## src/rtl/tcdm_pkg.sv

```systemverilog
// -----------------------------------------------------------------------------
// tcdm_pkg
// Shared definitions for the TCDM beat splitter:
//   - limits on the number of beat ports
//   - splitter FSM state encoding
//   - byte-enable mask constants and helpers for the first/last word of a
//     command
// No ports; imported by tcdm_row_mask and tcdm_beat_splitter.
// -----------------------------------------------------------------------------
package tcdm_pkg;

    // The number of beat ports must be a power of two in this range.
    localparam int unsigned TCDM_MIN_PORTS = 1;
    localparam int unsigned TCDM_MAX_PORTS = 8;

    // Every beat carries one 32-bit word, so there are four byte enables.
    localparam int unsigned TCDM_BE_WIDTH = 4;

    localparam logic [TCDM_BE_WIDTH-1:0] BE_FULL = 4'hF;
    localparam logic [TCDM_BE_WIDTH-1:0] BE_NONE = 4'h0;

    typedef enum logic {
        SPLIT_IDLE  = 1'b0,
        SPLIT_ISSUE = 1'b1
    } split_state_e;

    // First word of a command: keep bytes at or above the start offset.
    function automatic logic [TCDM_BE_WIDTH-1:0] be_first_mask(input logic [1:0] off);
        return BE_FULL << off;
    endfunction

    // Last word of a command: keep bytes at or below the end offset.
    function automatic logic [TCDM_BE_WIDTH-1:0] be_last_mask(input logic [1:0] off);
        return BE_FULL >> (2'd3 - off);
    endfunction

endpackage

```

## src/rtl/tcdm_row_mask.sv

```systemverilog
// -----------------------------------------------------------------------------
// tcdm_row_mask
// Purely combinational decode of one row of a split command. For every beat
// port it reports whether the port takes part in the current row, the byte
// enables, whether this is the port's last real beat, and whether the beat is
// a dummy (a port that gets no real data anywhere in the command still
// receives one zero-enable beat in the final row so it sees an end-of-packet).
//
// Ports
//   first_row   : current row is the first row of the command
//   last_row    : current row is the final row of the command
//   penult_row  : current row is the one just before the final row
//   two_rows    : the command spans exactly two rows
//   len_zero    : the command has zero length (dummy beats only)
//   first_port  : port holding the first word of the command
//   last_port   : port holding the last word of the command
//   first_off   : byte offset of the first byte inside its word
//   last_off    : byte offset of the last byte inside its word
//   active      : port presents a beat (real or dummy) in this row
//   be          : byte enables for real beats, zero otherwise
//   eop         : port's last real beat of the command is in this row
//   dummy       : port presents a dummy beat in this row
// -----------------------------------------------------------------------------
module tcdm_row_mask
    import tcdm_pkg::*;
#(
    parameter int unsigned NB_PORTS = 2,
    parameter int unsigned PORT_W   = 1
) (
    input  logic                                   first_row,
    input  logic                                   last_row,
    input  logic                                   penult_row,
    input  logic                                   two_rows,
    input  logic                                   len_zero,
    input  logic [PORT_W-1:0]                      first_port,
    input  logic [PORT_W-1:0]                      last_port,
    input  logic [1:0]                             first_off,
    input  logic [1:0]                             last_off,
    output logic [NB_PORTS-1:0]                    active,
    output logic [NB_PORTS-1:0][TCDM_BE_WIDTH-1:0] be,
    output logic [NB_PORTS-1:0]                    eop,
    output logic [NB_PORTS-1:0]                    dummy
);

    logic single_row;

    assign single_row = first_row & last_row;

    for (genvar p = 0; p < NB_PORTS; p++) begin : g_port
        localparam logic [PORT_W-1:0] P = PORT_W'(p);

        logic                     below_first;
        logic                     above_last;
        logic                     real_beat;
        logic                     no_real;
        logic [TCDM_BE_WIDTH-1:0] mask;

        assign below_first = (P < first_port);
        assign above_last  = (P > last_port);

        // Ports before the first word are skipped in the first row, ports
        // after the last word are skipped in the final row; all interior rows
        // are full.
        assign real_beat = !len_zero
                         && !(first_row && below_first)
                         && !(last_row && above_last);

        // A port has no data anywhere only when the command is shorter than
        // one full row: either it fits in one row and misses the port, or it
        // straddles two rows and the port falls in the gap between the tail
        // of the first row and the head of the second.
        assign no_real = len_zero
                       || (single_row && (below_first || above_last))
                       || (two_rows && below_first && above_last);

        assign mask = ((first_row && (P == first_port)) ? be_first_mask(first_off) : BE_FULL)
                    & ((last_row && (P == last_port)) ? be_last_mask(last_off) : BE_FULL);

        assign active[p] = real_beat | dummy[p];
        assign dummy[p]  = last_row & no_real;
        assign be[p]     = real_beat ? mask : BE_NONE;

        // Ports up to the last word's port finish in the final row; ports
        // beyond it saw their last word one row earlier.
        assign eop[p] = real_beat && ((last_row && !above_last) || (penult_row && above_last));
    end

endmodule

```

## src/rtl/tcdm_beat_splitter.sv

```systemverilog
// -----------------------------------------------------------------------------
// tcdm_beat_splitter
// Splits a byte-granular command (start address A, length L) into word beats
// spread across NB_PORTS interleaved ports. Word W = A>>2 lives on port
// W mod NB_PORTS; the NB_PORTS words sharing W/NB_PORTS form a row. Rows are
// issued one at a time in ascending (wrapping) address order; a row advances
// the cycle after its last pending port handshakes. Ports without any real
// data get one zero-enable dummy beat with eop in the final row.
//
// Ports
//   clk_i       : clock
//   rst_ni      : synchronous active-low reset
//   cmd_sid_i   : command stream ID, copied onto every beat
//   cmd_add_i   : start byte address A
//   cmd_opc_i   : opcode, copied onto every beat
//   cmd_len_i   : byte count L
//   cmd_req_i   : command valid
//   cmd_gnt_o   : command accepted (high only while idle)
//   beat_req_o  : per-port beat valid
//   beat_add_o  : per-port word-aligned byte address
//   beat_be_o   : per-port byte enables
//   beat_opc_o  : per-port opcode copy
//   beat_sid_o  : per-port stream ID copy
//   beat_eop_o  : per-port last beat of the command
//   beat_gnt_i  : per-port beat accept
//   busy_o      : a command is being split
// -----------------------------------------------------------------------------
module tcdm_beat_splitter
    import tcdm_pkg::*;
#(
    parameter int unsigned NB_PORTS        = 2,
    parameter int unsigned TRANS_SID_WIDTH = 1,
    parameter int unsigned TCDM_ADD_WIDTH  = 12,
    parameter int unsigned TCDM_OPC_WIDTH  = 12,
    parameter int unsigned MCHAN_LEN_WIDTH = 15
) (
    input  logic                                     clk_i,
    input  logic                                     rst_ni,
    input  logic [TRANS_SID_WIDTH-1:0]               cmd_sid_i,
    input  logic [TCDM_ADD_WIDTH-1:0]                cmd_add_i,
    input  logic [TCDM_OPC_WIDTH-1:0]                cmd_opc_i,
    input  logic [MCHAN_LEN_WIDTH-1:0]               cmd_len_i,
    input  logic                                     cmd_req_i,
    output logic                                     cmd_gnt_o,
    output logic [NB_PORTS-1:0]                      beat_req_o,
    output logic [NB_PORTS-1:0][TCDM_ADD_WIDTH-1:0]  beat_add_o,
    output logic [NB_PORTS-1:0][TCDM_BE_WIDTH-1:0]   beat_be_o,
    output logic [NB_PORTS-1:0][TCDM_OPC_WIDTH-1:0]  beat_opc_o,
    output logic [NB_PORTS-1:0][TRANS_SID_WIDTH-1:0] beat_sid_o,
    output logic [NB_PORTS-1:0]                      beat_eop_o,
    input  logic [NB_PORTS-1:0]                      beat_gnt_i,
    output logic                                     busy_o
);

    localparam int unsigned LOG_NB = $clog2(NB_PORTS);
    localparam int unsigned PORT_W = (LOG_NB > 0) ? LOG_NB : 1;
    localparam int unsigned WORD_W = TCDM_ADD_WIDTH - 2;
    // Row counter is one bit wider than the length so that the row offset
    // plus the length can never overflow.
    localparam int unsigned CNT_W  = MCHAN_LEN_WIDTH + 1;

    localparam logic [WORD_W-1:0]         PORT_MASK     = WORD_W'(NB_PORTS - 1);
    localparam logic [WORD_W-1:0]         ROW_STEP      = WORD_W'(NB_PORTS);
    localparam logic [TCDM_ADD_WIDTH-1:0] ROW_BYTE_MASK = TCDM_ADD_WIDTH'(4 * NB_PORTS - 1);

    // ------------------------------------------------------------------
    // Command decode; feeds only the latch registers, never the beat ports.
    // ------------------------------------------------------------------
    logic [TCDM_ADD_WIDTH-1:0] cmd_end;
    logic [WORD_W-1:0]         cmd_first_word;
    logic [WORD_W-1:0]         cmd_last_word;
    logic [CNT_W-1:0]          cmd_row_off;
    logic [CNT_W-1:0]          cmd_span;
    logic [CNT_W-1:0]          cmd_rows_m1;
    logic                      cmd_len_zero;

    // NOTE: every signal of an always_comb gets a default at the top so no
    // path leaves it unassigned, which would otherwise infer a latch.
    always_comb begin
        cmd_len_zero   = (cmd_len_i == '0);
        // Address of the last byte, wrapping modulo the address space.
        cmd_end        = cmd_add_i + TCDM_ADD_WIDTH'(cmd_len_i) - TCDM_ADD_WIDTH'(1);
        cmd_first_word = cmd_add_i[TCDM_ADD_WIDTH-1:2];
        cmd_last_word  = cmd_end[TCDM_ADD_WIDTH-1:2];
        // Row count comes from the offset inside the first row plus the
        // length, so it stays correct even when the addresses wrap.
        cmd_row_off    = CNT_W'(cmd_add_i & ROW_BYTE_MASK);
        cmd_span       = cmd_row_off + CNT_W'(cmd_len_i) - CNT_W'(1);
        cmd_rows_m1    = cmd_len_zero ? '0 : (cmd_span >> (LOG_NB + 2));
    end

    // ------------------------------------------------------------------
    // State
    // ------------------------------------------------------------------
    split_state_e state_q, state_d;

    logic [WORD_W-1:0]          row_word_q;    // word address of port 0 in the current row
    logic [CNT_W-1:0]           rows_left_q;   // rows still to issue after the current one
    logic                       first_row_q;
    logic                       two_rows_q;
    logic                       len_zero_q;
    logic [PORT_W-1:0]          first_port_q;
    logic [PORT_W-1:0]          last_port_q;
    logic [1:0]                 first_off_q;
    logic [1:0]                 last_off_q;
    logic [TCDM_OPC_WIDTH-1:0]  opc_q;
    logic [TRANS_SID_WIDTH-1:0] sid_q;
    logic [NB_PORTS-1:0]        done_q;        // ports already handshaken in this row

    logic                                  issuing;
    logic                                  cmd_accept;
    logic                                  last_row;
    logic                                  penult_row;
    logic                                  row_complete;
    logic [NB_PORTS-1:0]                   pending;
    logic [NB_PORTS-1:0]                   row_active;
    logic [NB_PORTS-1:0]                   row_eop;
    logic [NB_PORTS-1:0]                   row_dummy;
    logic [NB_PORTS-1:0][TCDM_BE_WIDTH-1:0] row_be;

    // NOTE: sequential state uses non-blocking assignments so every register
    // samples the pre-edge values, independent of statement order.
    always_ff @(posedge clk_i) begin
        if (!rst_ni) begin
            state_q <= SPLIT_IDLE;
        end else begin
            state_q <= state_d;
        end
    end

    always_comb begin
        state_d   = state_q;
        cmd_gnt_o = 1'b0;
        busy_o    = 1'b0;
        unique case (state_q)
            SPLIT_IDLE: begin
                cmd_gnt_o = 1'b1;
                if (cmd_req_i) begin
                    state_d = SPLIT_ISSUE;
                end
            end
            SPLIT_ISSUE: begin
                busy_o = 1'b1;
                if (row_complete && last_row) begin
                    state_d = SPLIT_IDLE;
                end
            end
            default: state_d = SPLIT_IDLE;
        endcase
    end

    assign issuing    = (state_q == SPLIT_ISSUE);
    assign cmd_accept = cmd_req_i & cmd_gnt_o;
    assign last_row   = (rows_left_q == '0);
    assign penult_row = (rows_left_q == CNT_W'(1));

    // A port is pending while it takes part in the row and has not yet been
    // granted; grants on ports that are not pending are ignored.
    assign pending      = issuing ? (row_active & ~done_q) : '0;
    assign row_complete = issuing && ((pending & ~beat_gnt_i) == '0);

    // NOTE: the payload registers are reset along with the control state so
    // an aborted command leaves nothing behind that could leak into the next.
    always_ff @(posedge clk_i) begin
        if (!rst_ni) begin
            row_word_q   <= '0;
            rows_left_q  <= '0;
            first_row_q  <= 1'b0;
            two_rows_q   <= 1'b0;
            len_zero_q   <= 1'b0;
            first_port_q <= '0;
            last_port_q  <= '0;
            first_off_q  <= '0;
            last_off_q   <= '0;
            opc_q        <= '0;
            sid_q        <= '0;
            done_q       <= '0;
        end else if (cmd_accept) begin
            row_word_q   <= cmd_first_word & ~PORT_MASK;
            rows_left_q  <= cmd_rows_m1;
            first_row_q  <= 1'b1;
            two_rows_q   <= (cmd_rows_m1 == CNT_W'(1));
            len_zero_q   <= cmd_len_zero;
            first_port_q <= PORT_W'(cmd_first_word & PORT_MASK);
            last_port_q  <= PORT_W'(cmd_last_word & PORT_MASK);
            first_off_q  <= cmd_add_i[1:0];
            last_off_q   <= cmd_end[1:0];
            opc_q        <= cmd_opc_i;
            sid_q        <= cmd_sid_i;
            done_q       <= '0;
        end else if (row_complete) begin
            // Row address wraps naturally at the top of the word space.
            row_word_q  <= row_word_q + ROW_STEP;
            rows_left_q <= rows_left_q - CNT_W'(1);
            first_row_q <= 1'b0;
            done_q      <= '0;
        end else begin
            done_q <= done_q | (pending & beat_gnt_i);
        end
    end

    // ------------------------------------------------------------------
    // Row decode
    // ------------------------------------------------------------------
    tcdm_row_mask #(
        .NB_PORTS (NB_PORTS),
        .PORT_W   (PORT_W)
    ) u_row_mask (
        .first_row  (first_row_q),
        .last_row   (last_row),
        .penult_row (penult_row),
        .two_rows   (two_rows_q),
        .len_zero   (len_zero_q),
        .first_port (first_port_q),
        .last_port  (last_port_q),
        .first_off  (first_off_q),
        .last_off   (last_off_q),
        .active     (row_active),
        .be         (row_be),
        .eop        (row_eop),
        .dummy      (row_dummy)
    );

    // ------------------------------------------------------------------
    // Beat outputs: registered state only, all zero while idle.
    // ------------------------------------------------------------------
    always_comb begin
        beat_req_o = pending;
        beat_eop_o = issuing ? (row_eop | row_dummy) : '0;
        beat_add_o = '0;
        beat_be_o  = '0;
        beat_opc_o = '0;
        beat_sid_o = '0;
        if (issuing) begin
            for (int p = 0; p < NB_PORTS; p++) begin
                beat_add_o[p] = {row_word_q + WORD_W'(p), 2'b00};
                beat_be_o[p]  = row_be[p];
                beat_opc_o[p] = opc_q;
                beat_sid_o[p] = sid_q;
            end
        end
    end

endmodule

```

## config.mk

```make
export PLATFORM = sky130hd
export DESIGN_NAME = tcdm_beat_splitter
export DESIGN_NICKNAME = d
export VERILOG_FILES = /design/src/rtl/tcdm_pkg.sv /design/src/rtl/tcdm_row_mask.sv /design/src/rtl/tcdm_beat_splitter.sv
export SDC_FILE = /design/constraint.sdc
export NUM_CORES = 1
export LEC_CHECK = 0
export BUFFER_PORTS_ARGS = -buffer_cell sky130_fd_sc_hd__buf_2
export CAP_MARGIN = 15
export CELL_PAD_IN_SITES_DETAIL_PLACEMENT = 1
export CELL_PAD_IN_SITES_GLOBAL_PLACEMENT = 1
export CORE_MARGIN = 10
export CORE_UTILIZATION = 37
export CTS_CLUSTER_DIAMETER = 200
export CTS_CLUSTER_SIZE = 24
export DETAILED_ROUTE_END_ITERATION = 7
export PLACE_DENSITY = 0.83
export SYNTH_ARGS = -nofsm -noshare
export SYNTH_HDL_FRONTEND = slang
export SYNTH_SLANG_ARGS = --single-unit
```

## constraint.sdc

```tcl
create_clock -name clk_i -period 3 [get_ports clk_i]
set_clock_uncertainty 0.15 [all_clocks]
set_input_delay 0.15 -clock clk_i [delete_from_list [all_inputs] [get_ports clk_i]]
set_output_delay 0.15 -clock clk_i [all_outputs]
set_load 0.01 [all_outputs]
```

; ---- Word level (Yosys, flattened, before mapping)
; Index checks and enable logic that the tools add are counted.
[totals]
ramBits = 0
elab_cells = 120
regBits = 51
romBits = 0
out_inout_bits = 64
latchBits = 0
memories = 0
inputBits = 45
[classes]
n_reduce_logical = 47
muxes = 24
addsub = 8
n_eq_ne = 2
n_lt_le_gt_ge = 4
div = 0
multipliers = 0
bitwise_logic = 19
shifts = 2
[op_table]
columns = operator, n
row1 = $mux 24, 2
row2 = $mux 16, 2
row3 = $sub 16x1->16 const B, 2
row4 = $logic_and 1x1->1, 26
row5 = $mux 4, 6
row6 = $mux 10, 2
row7 = $add 3x15->16, 1
row8 = $eq 16x1->1 const B, 1
row9 = $logic_not 16->1, 1
row10 = $logic_not 15->1, 1
row11 = $eq 13x1->1 const B, 1
row12 = $mux 13, 1
row13 = $add 10x1->10 const B, 1
row14 = $add 10x2->10 const B, 1
row15 = $and 4x4->4, 2
row16 = $logic_or 1x1->1, 8
row17 = $mux 8, 1
row18 = $logic_not 1->1, 7
row19 = $and 2x2->2, 3
row20 = $mux 1, 6
row21 = $mux 2, 3
row22 = $and 1x1->1, 4
row23 = $not 1->1, 4
row24 = $not 2->2, 2
row25 = 14 further kinds, 18

; ---- Longest topological paths before layout
; Gate-level depths: netlist of run 1.
[depth]
depth_word = 15
ltp_mapped = 13
mapped_depth_nobuf = 13

; ---- By module
; From an unflattened synthesis of run 1, not the netlist that was laid out.
[hier_totals]
hier_cells = 510
hier_area_um2 = 3935.0
[by_module_without_submodules]
columns = module, cells_each, seq_area_each_um2, area_each_um2, n_inst
row1 = tcdm_beat_splitter, 475, 1001.0, 3702.3, 1
row2 = tcdm_row_mask, 35, 0.0, 232.7, 1

; ---- Worst setup path before layout of run 1
; Ideal clock, no wire load.
[synth_timing]
path_type = input to register
from = input cmd_add_i[1]
to = register rows_left_q[12]
setup_time_ps = 117
stages = 13
t_required_ps = 2733
arrival_time_ps = 2430
path_buffers = 0
path_slack_ps = 303
path_cell_list = inv_1 > ha_1 > inv_1 > ha_1 > inv_1 > fa_1 > nand2b_1 > a211oi_1 > o21bai_1 > a2111oi_0 > or4_1 > nand3_1 > a32o_1
[synth_between]
elab_chain_len = 4
[synth_lines]
columns = element, line
row1 = start: declaration, tcdm_beat_splitter.sv:40  ; input logic [TCDM_ADD_WIDTH-1:0] cmd_add_i,
row2 = $add 3x15->16, tcdm_beat_splitter.sv:88  ; cmd_span = cmd_row_off + CNT_W'(cmd_len_i) - CNT_W'(1);
row3 = $sub 16x1->16, tcdm_beat_splitter.sv:88
row4 = $mux 13, tcdm_beat_splitter.sv:89  ; cmd_rows_m1 = cmd_len_zero ? '0 : (cmd_span >> (LOG_NB + 2));
row5 = $mux 16, tcdm_beat_splitter.sv:178  ; end else if (cmd_accept) begin
row6 = end signal: assignment, tcdm_beat_splitter.sv:180  ; rows_left_q <= cmd_rows_m1;
row7 = end signal: assignment, tcdm_beat_splitter.sv:194  ; rows_left_q <= rows_left_q - CNT_W'(1);
row8 = end: declaration, tcdm_beat_splitter.sv:98  ; logic [CNT_W-1:0] rows_left_q;
; No other way between the ends.
; A chain may end at the register's enable or synchronous reset.

; ---- Final worst setup path of run 1
; Ends and elaborated chain as after synthesis.

==> impl_metrics.json, run 1 <==
{
  "run_status": "complete, no violations",
  "gr-total-overflow": 0,
  "h-tree-depth": 2,
  "p_comb_share_pct": 38.0,
  "hold_viol": 0,
  "cp_top_family": "compound AO/OA/AOI/OAI gates",
  "antenna_found_initial": 1,
  "final_nets": 663,
  "yosys.cell_count.top_type": "nand2_1",
  "hpwl_um": 9140,
  "fillCellCount": 1258,
  "seq_area_frac_synth_pct": 26.9,
  "synth_top_area_share_pct": 26.9,
  "fp-row-count": 36,
  "drcViolationCount": 0,
  "crit_fanout": 3,
  "antenna_left": 0,
  "p_sw_share_pct": 37.0,
  "synth_edf_count": 0,
  "final_area_um2": 4480,
  "finalCriticalPeriod_ns": 2.75,
  "die_h_um": 119,
  "clockBufferDepth": 2,
  "ff_latch_area_um2": 981,
  "maxSlewHeadroom_pct": 48.5,
  "power_mw": 2.06,
  "cts_made_buffers": 5,
  "clock_power_share_pct": 24.1,
  "synth_common_cells": "66 x nand2_1, 49 x dfxtp_1, 47 x a21oi_1",
  "netlist_instances": 494,
  "grt_max_degree": 31,
  "ys_top_cells_by_area": "dfxtp_1 27%, ha_1 8.9%, nand2_1 6.8%",
  "fin_crit_sh_pct": 91.8,
  "multi_input_area_um2": 2270,
  "finalSetupTns_ns": 0,
  "initial_utilization_pct": 37.7,
  "maxSlewViolCount": 0,
  "clk_latency_ns": 0.30,
  "intPower_mw": 1.30,
  "slowest_stage": "a2111oi_1",
  "yosys_register_bits": 49,
  "syn-mean-instance-area_um2": 7.38,
  "port_buffers": 103,
  "netlist.top_cell.by_area": "dfxtp_1",
  "areaGrowthSynthToFinish_pct": 22.8,
  "clk_pin_slew_worst_paths_ns": 0.09,
  "rsz0062_at_grt": "no",
  "cts-root-buf": "clkbuf_8",
  "cpPeakStageDelay_ns": 0.45,
  "irDropWorstVdd_mv": 0.224,
  "synthDistinctLibCells": 58,
  "critical_path_arrival_ns": 2.81,
  "initialDrtViolationCount": 216,
  "clock.fmax_mhz": 363,
  "cp_num_buf_inv": 4,
  "path_cells": "buf_2 -> inv_1 -> ha_1 -> inv_1 -> ha_1 -> inv_1 -> fa_1 -> nand2b_1 -> a211oi_1 -> o21bai_1 -> a2111oi_1 -> or4_1 -> nand3_1 -> a32o_1",
  "cpMostUsedCell": "inv_1",
  "die_w_um": 119,
  "num_vias": 3871,
  "p_per_area_nw_per_um2": 460,
  "synth_flop_cell": "dfxtp_1",
  "critPathRequiredTime_ns": 3.05,
  "routed_wl_um": 12800,
  "dpl-instance-area_um2": 4110,
  "synth-async-reset-ratio_pct": 0,
  "min_path_type": "in2reg",
  "power_switching_mw": 0.763,
  "setup_viol": 0,
  "mappedNetlistArea_um2": 3650,
  "fp.dieArea_um2": 14200,
  "critical_path_class": "in2reg",
  "wire_per_inst_um": 17.7,
  "cts_tree": "yes",
  "io_pins": 109,
  "drv_cap": 0,
  "crit_path_end_kind": "register",
  "drive_gt1_share_pct": 22.0,
  "leakage_nw": 2.11,
  "drt_pre_antenna_iters": 4,
  "avgViaCountPerCell": 5.33,
  "power_frac_seq_pct": 37.8,
  "cts.sinks": 49,
  "fp.coreArea_um2": 9680,
  "yosysWarningCount": 0,
  "grt_use_total_pct": 17.2,
  "globalplace.congestion": 0.872,
  "tightest_slew_ns": 0.769,
  "grt_pass1_vias": 4123,
  "cp-start-kind": "input port",
  "grt_pass1_wl_um": 21000
}
-- per-layer routing --
metal	global-route usage, %	part of all wire [%]	vias to the layer above
met5	0	0	-
met4	5.27	2.4	0
met3	2.88	5.0	20
met2	31.4	50	111
met1	20.1	42	1860
li1	-	-	1880
-- worst reg2reg max path, stage by stage (launching register included) --
cell and delay, ns:
dfxtp_1 0.35, nor2_2 0.24, nand4b_1 0.29, o21ai_0 0.41
nand3_1 0.55, nand2_1 0.33, a21oi_1 0.06, a32o_1 0.23
-- sequential cells by signal, summed over array words and instances (netlist names) --
signal,count
rows_left_q,16
opc_q,12
row_word_q,9
done_q,2
first_off_q,2
last_off_q,2
first_port_q,1
first_row_q,1
issuing,1
last_port_q,1
len_zero_q,1
sid_q,1
-- stage by stage --
step	worst slack, ns	hold WS (ns)	util (%)	instances
after floorplan	0.303	0.130	-	498
after global placement	0.0573	0.231	42.5	694
after detailed placement	-0.125	0.235	42.5	694
after CTS	0.107	0.00438	46.0	725
after global routing	0.0516	0.0183	46.2	726
final	0.245	0.0203	46.2	726
-- final timing paths --
check | slack [ns] | to | start | depth (start not counted)
min | 0.02 | row_word_q[3] | cmd_add_i[5] | 3
max | 0.25 | rows_left_q[12] | cmd_add_i[1] | 14
min reg2reg | 0.31 | opc_q[10] | opc_q[10] | 2
max reg2reg | 0.31 | rows_left_q[12] | rows_left_q[2] | 7
-- cell usage in the layout (no fill, tap or decap), types with 7 or more instances in the layout --
cell / n
nor2_1: 25
and2_1: 21
a31oi_1: 12
a21oi_1: 47
inv_1: 37
nor4_1: 7
xnor2_1: 12
nand3_1: 14
buf_4: 8
nor3_1: 14
o21ai_0: 27
nand2_1: 66
buf_2: 103
xor2_1: 7
dlygate4sd3_1: 23
dfxtp_1: 49
ha_1: 26
nand2b_1: 7
-- cell type report --
type | count | area share, %
multi-input combinational | 364 | 50.6
sequential | 49 | 21.9
timing repair buffer | 134 | 18.0
tap | 133 | 3.72
inverter | 37 | 3.10
clock buffer | 7 | 1.93
clock inverter | 1 | 0.671
antenna | 1 | 0.0559
-- power groups by stage --
stage	clock network, mW	registers [mW]	logic, mW
4_1_cts	0.507	0.774	0.764
6_report	0.497	0.779	0.783
3_3_place_gp	0	0.783	0.707
3_5_place_dp	0	0.789	0.736
5_1_grt	0.526	0.790	0.874
2_1_floorplan	0	0.770	0.528
-- timing repair --
action,in CTS,in global routing
endpoints found under the hold margin,23,0
endpoints found under the setup margin,0,2
gates resized for setup,0,4
hold buffers,23,0
setup buffers,0,0
-- logic make-up (layout without fill, tap and decap cells) --
logic type	count (synthesis)	count (layout)	synth area share (%)
flip-flops	49	49	26.9
other	1	6	0.103
multiplexers	1	1	0.274
adder cells (fa/ha/maj)	27	27	9.47
XOR/XNOR	19	19	4.56
AO/OA/AOI/OAI	126	126	21.4
AND/OR/NAND/NOR	186	186	25.4
buffers and inverters	85	179	11.9
No activity file was read; power rests on OpenSTA's default activity.
==> run 2: changes to the inputs <==
Settings changed: ABC_AREA set to 1, PLACE_DENSITY 0.83 to 0.84.
==> run 2 against run 1 <==
First-iteration DRC count decreased by 6.0%. Synthesized cell count grew 42%. Register-to-register slack improved by 0.42 ns. Clock power grew 33%. Synthesized area up 17%. Largest cell class unchanged. Largest power group unchanged. Final area grew 11%. Die area increased by 14%. Count of clock-buffer cells in the layout is the same. Via count increased by 19%. Maximum frequency is 1.2% higher. Highest routed layer unchanged.
==> impl_metrics.json, run 2 <==
{
  "irDropWorstVdd_mv": 0.223,
  "globalplace.congestion": 0.875,
  "fp-row-count": 39,
  "setup_viol": 0,
  "stdcell_count": 928,
  "clk_latency_ns": 0.29,
  "met1_length_um": 5970,
  "syn-mean-instance-area_um2": 6.05,
  "wire_per_inst_um": 14.8,
  "synth_top_area_share_pct": 23.0,
  "top_register": "rows_left_q",
  "layout_common_cells": "162 x nand2_1, 108 x inv_1, 103 x buf_2, 98 x nor2_1, 52 x nand3_1",
  "fp.dieArea_um2": 16200,
  "cts.sinks": 49,
  "num_vias": 4622,
  "maxSlewViolCount": 0,
  "gr-total-overflow": 0,
  "rsz0062_at_grt": "no",
  "synth_flop_cell": "dfxtp_1",
  "mostFrequentLayoutCell": "nand2_1",
  "fp.coreArea_um2": 11300,
  "diodes": 0,
  "cp-start-kind": "input port",
  "grt_pass1_wl_um": 23200,
  "critPathRequiredTime_ns": 3.03,
  "cts_setup_buffers": 0,
  "leakage_nw": 2.80,
  "drt_pre_antenna_iters": 4,
  "grt_max_degree": 68,
  "synth_edf_count": 0,
  "synth-async-reset-ratio_pct": 0,
  "cp_num_buf_inv": 6,
  "mappedNetlistArea_um2": 4260,
  "yosys.cell_count.top_type": "nand2_1",
  "antenna_found_initial": 0,
  "die_w_um": 127,
  "yosysWarningCount": 0,
  "clock.fmax_mhz": 367,
  "fin_crit_sh_pct": 90.8,
  "ys_top_cells_by_area": "dfxtp_1 23%, nand2_1 14%, inv_1 9.6%",
  "largest_reg_flops": 16,
  "initial_utilization_pct": 37.6,
  "slowest_stage": "dlygate4sd3_1",
  "dp.cells": 903,
  "areaGrowthSynthToFinish_pct": 17.2,
  "finalSetupTns_ns": 0,
  "io_pins": 109,
  "cts_made_buffers": 5,
  "p_per_area_nw_per_um2": 460,
  "largestRegisters": "rows_left_q (16), opc_q (12), row_word_q (9)",
  "avgViaCountPerCell": 4.98,
  "finalCriticalPeriod_ns": 2.72,
  "die_h_um": 127,
  "seq_area_frac_synth_pct": 23.0,
  "clockBufferDepth": 2,
  "crit_path_end_kind": "register",
  "maxSlewHeadroom_pct": 43.3,
  "netlist_instances": 703,
  "min_path_type": "in2reg",
  "hold_viol": 0,
  "cpMostUsedCell": "nand2_1",
  "critical_path_class": "in2reg",
  "wl_met2_um": 6970,
  "grt_use_total_pct": 16.7,
  "clk_pin_slew_worst_paths_ns": 0.06,
  "grt_pass1_vias": 4918,
  "rrSetupSlack_ns": 0.73,
  "drcViolationCount": 0,
  "h-tree-depth": 2,
  "cts-root-buf": "clkbuf_16",
  "cts_tree": "yes",
  "drv_cap": 0,
  "critical_path_arrival_ns": 2.76,
  "path_cells": "dlygate4sd3_1 -> buf_2 -> inv_1 -> ha_1 -> inv_1 -> ha_1 -> inv_1 -> fa_1 -> inv_1 -> nand3_1 -> nand2_1 -> nand2_1 -> nand2_1 -> nand2_1 -> nand2_1 -> nand2_1 -> nand3_1 -> nand2_1 -> a21oi_1 -> nor2_1",
  "netlist.top_cell.by_area": "dfxtp_1",
  "port_buffers": 103,
  "drive_gt1_share_pct": 16.7,
  "final_nets": 856,
  "crit_fanout": 4,
  "initialDrtViolationCount": 203,
  "synthDistinctLibCells": 35,
  "synth_common_cells": "162 x nand2_1, 109 x inv_1, 98 x nor2_1",
  "tightest_slew_ns": 0.851,
  "cpPeakStageDelay_ns": 0.52,
  "cp_top_family": "buffers and inverters",
  "top_layer_used": "met4",
  "yosys_register_bits": 49,
  "run_status": "complete, no violations",
  "hpwl_um": 10500,
  "wl_met3_um": 574,
  "routed_wl_um": 13800,
  "antenna_left": 0
}
run 2: changes by cell type after synthesis, moves of 19 or more:
cell,before,now
nand2_1,66,162
nor2_1,25,98
inv_1,37,109
nand3_1,14,52
and2_1,21,2
run 2: report_power, final:
group | switching [mW] | internal, mW | total, mW | leakage (nW)
Sequential | 0.0666 | 0.720 | 0.786 | 0.405
Combinational | 0.542 | 0.307 | 0.849 | 2.31
Clock | 0.244 | 0.417 | 0.661 | 0.0841
run 2: per-stage QoR:
stage | utilization, % | area (µm²) | total power [mW] | setup WS [ns] | hold WS [ns]
2_1_floorplan | - | 4270 | 1.41 | 0.812 | 0.135
3_3_place_gp | 41.0 | 4650 | 1.58 | 0.587 | 0.225
3_5_place_dp | 41.0 | 4650 | 1.63 | 0.377 | 0.229
4_1_cts | 44.1 | 4990 | 2.32 | 0.265 | 0.000000444
5_1_grt | 44.1 | 4990 | 2.47 | 0.0592 | 0.0274
6_report | 44.1 | 4990 | 2.30 | 0.277 | 0.00473
run 2: logic make-up (layout without fill, tap and decap cells):
kind of cell	Yosys count	after routing	share of synthesized area [%]
compound gates	97	97	11.9
xor+xnor	14	14	2.88
simple gates	351	351	36.2
other cells	1	5	0.0881
buf+inv	164	242	17.8
fa+ha+maj	27	27	8.11
flops	49	49	23.0
run 2: tightest hold or removal path, delay by kind of cell:
kind	cells	cell delay [ns]
buffers and inverters	2	0.17
AO/OA/AOI/OAI	1	0.07
run 2: path summary, 6_finish.rpt:
path,startpoint,to,cells after the start
min reg2reg,rows_left_q[14],rows_left_q[14],2
min,cmd_add_i[1],first_off_q[1],3
max,cmd_add_i[0],rows_left_q[12],20
max reg2reg,rows_left_q[1],rows_left_q[0],12
run 2: repair_timing:
action	4_1_cts	5_1_grt
gates resized for setup	0	1
hold endpoints to repair	17	0
endpoints found under the setup margin	0	1
hold buffers	17	0
run 2: layout make-up:
| type | count | area, µm² |
|---|---|---|
| clock buffers | 7 | 143 |
| fillers | 1580 | 6330 |
| well taps | 143 | 179 |
| repair buffers | 123 | 708 |
| clock inverters | 1 | 30.0 |
| flip-flops and latches | 49 | 981 |
| multi-input cells | 494 | 2530 |
| inverters | 111 | 417 |
run 2: per-layer routing:
metal  vias to the layer above  GRT usage (%)
met2                        91           30.4
met5                         -              0
met1                      2177           19.4
met3                        15           3.06
met4                         0           4.76
li1                       2339              -
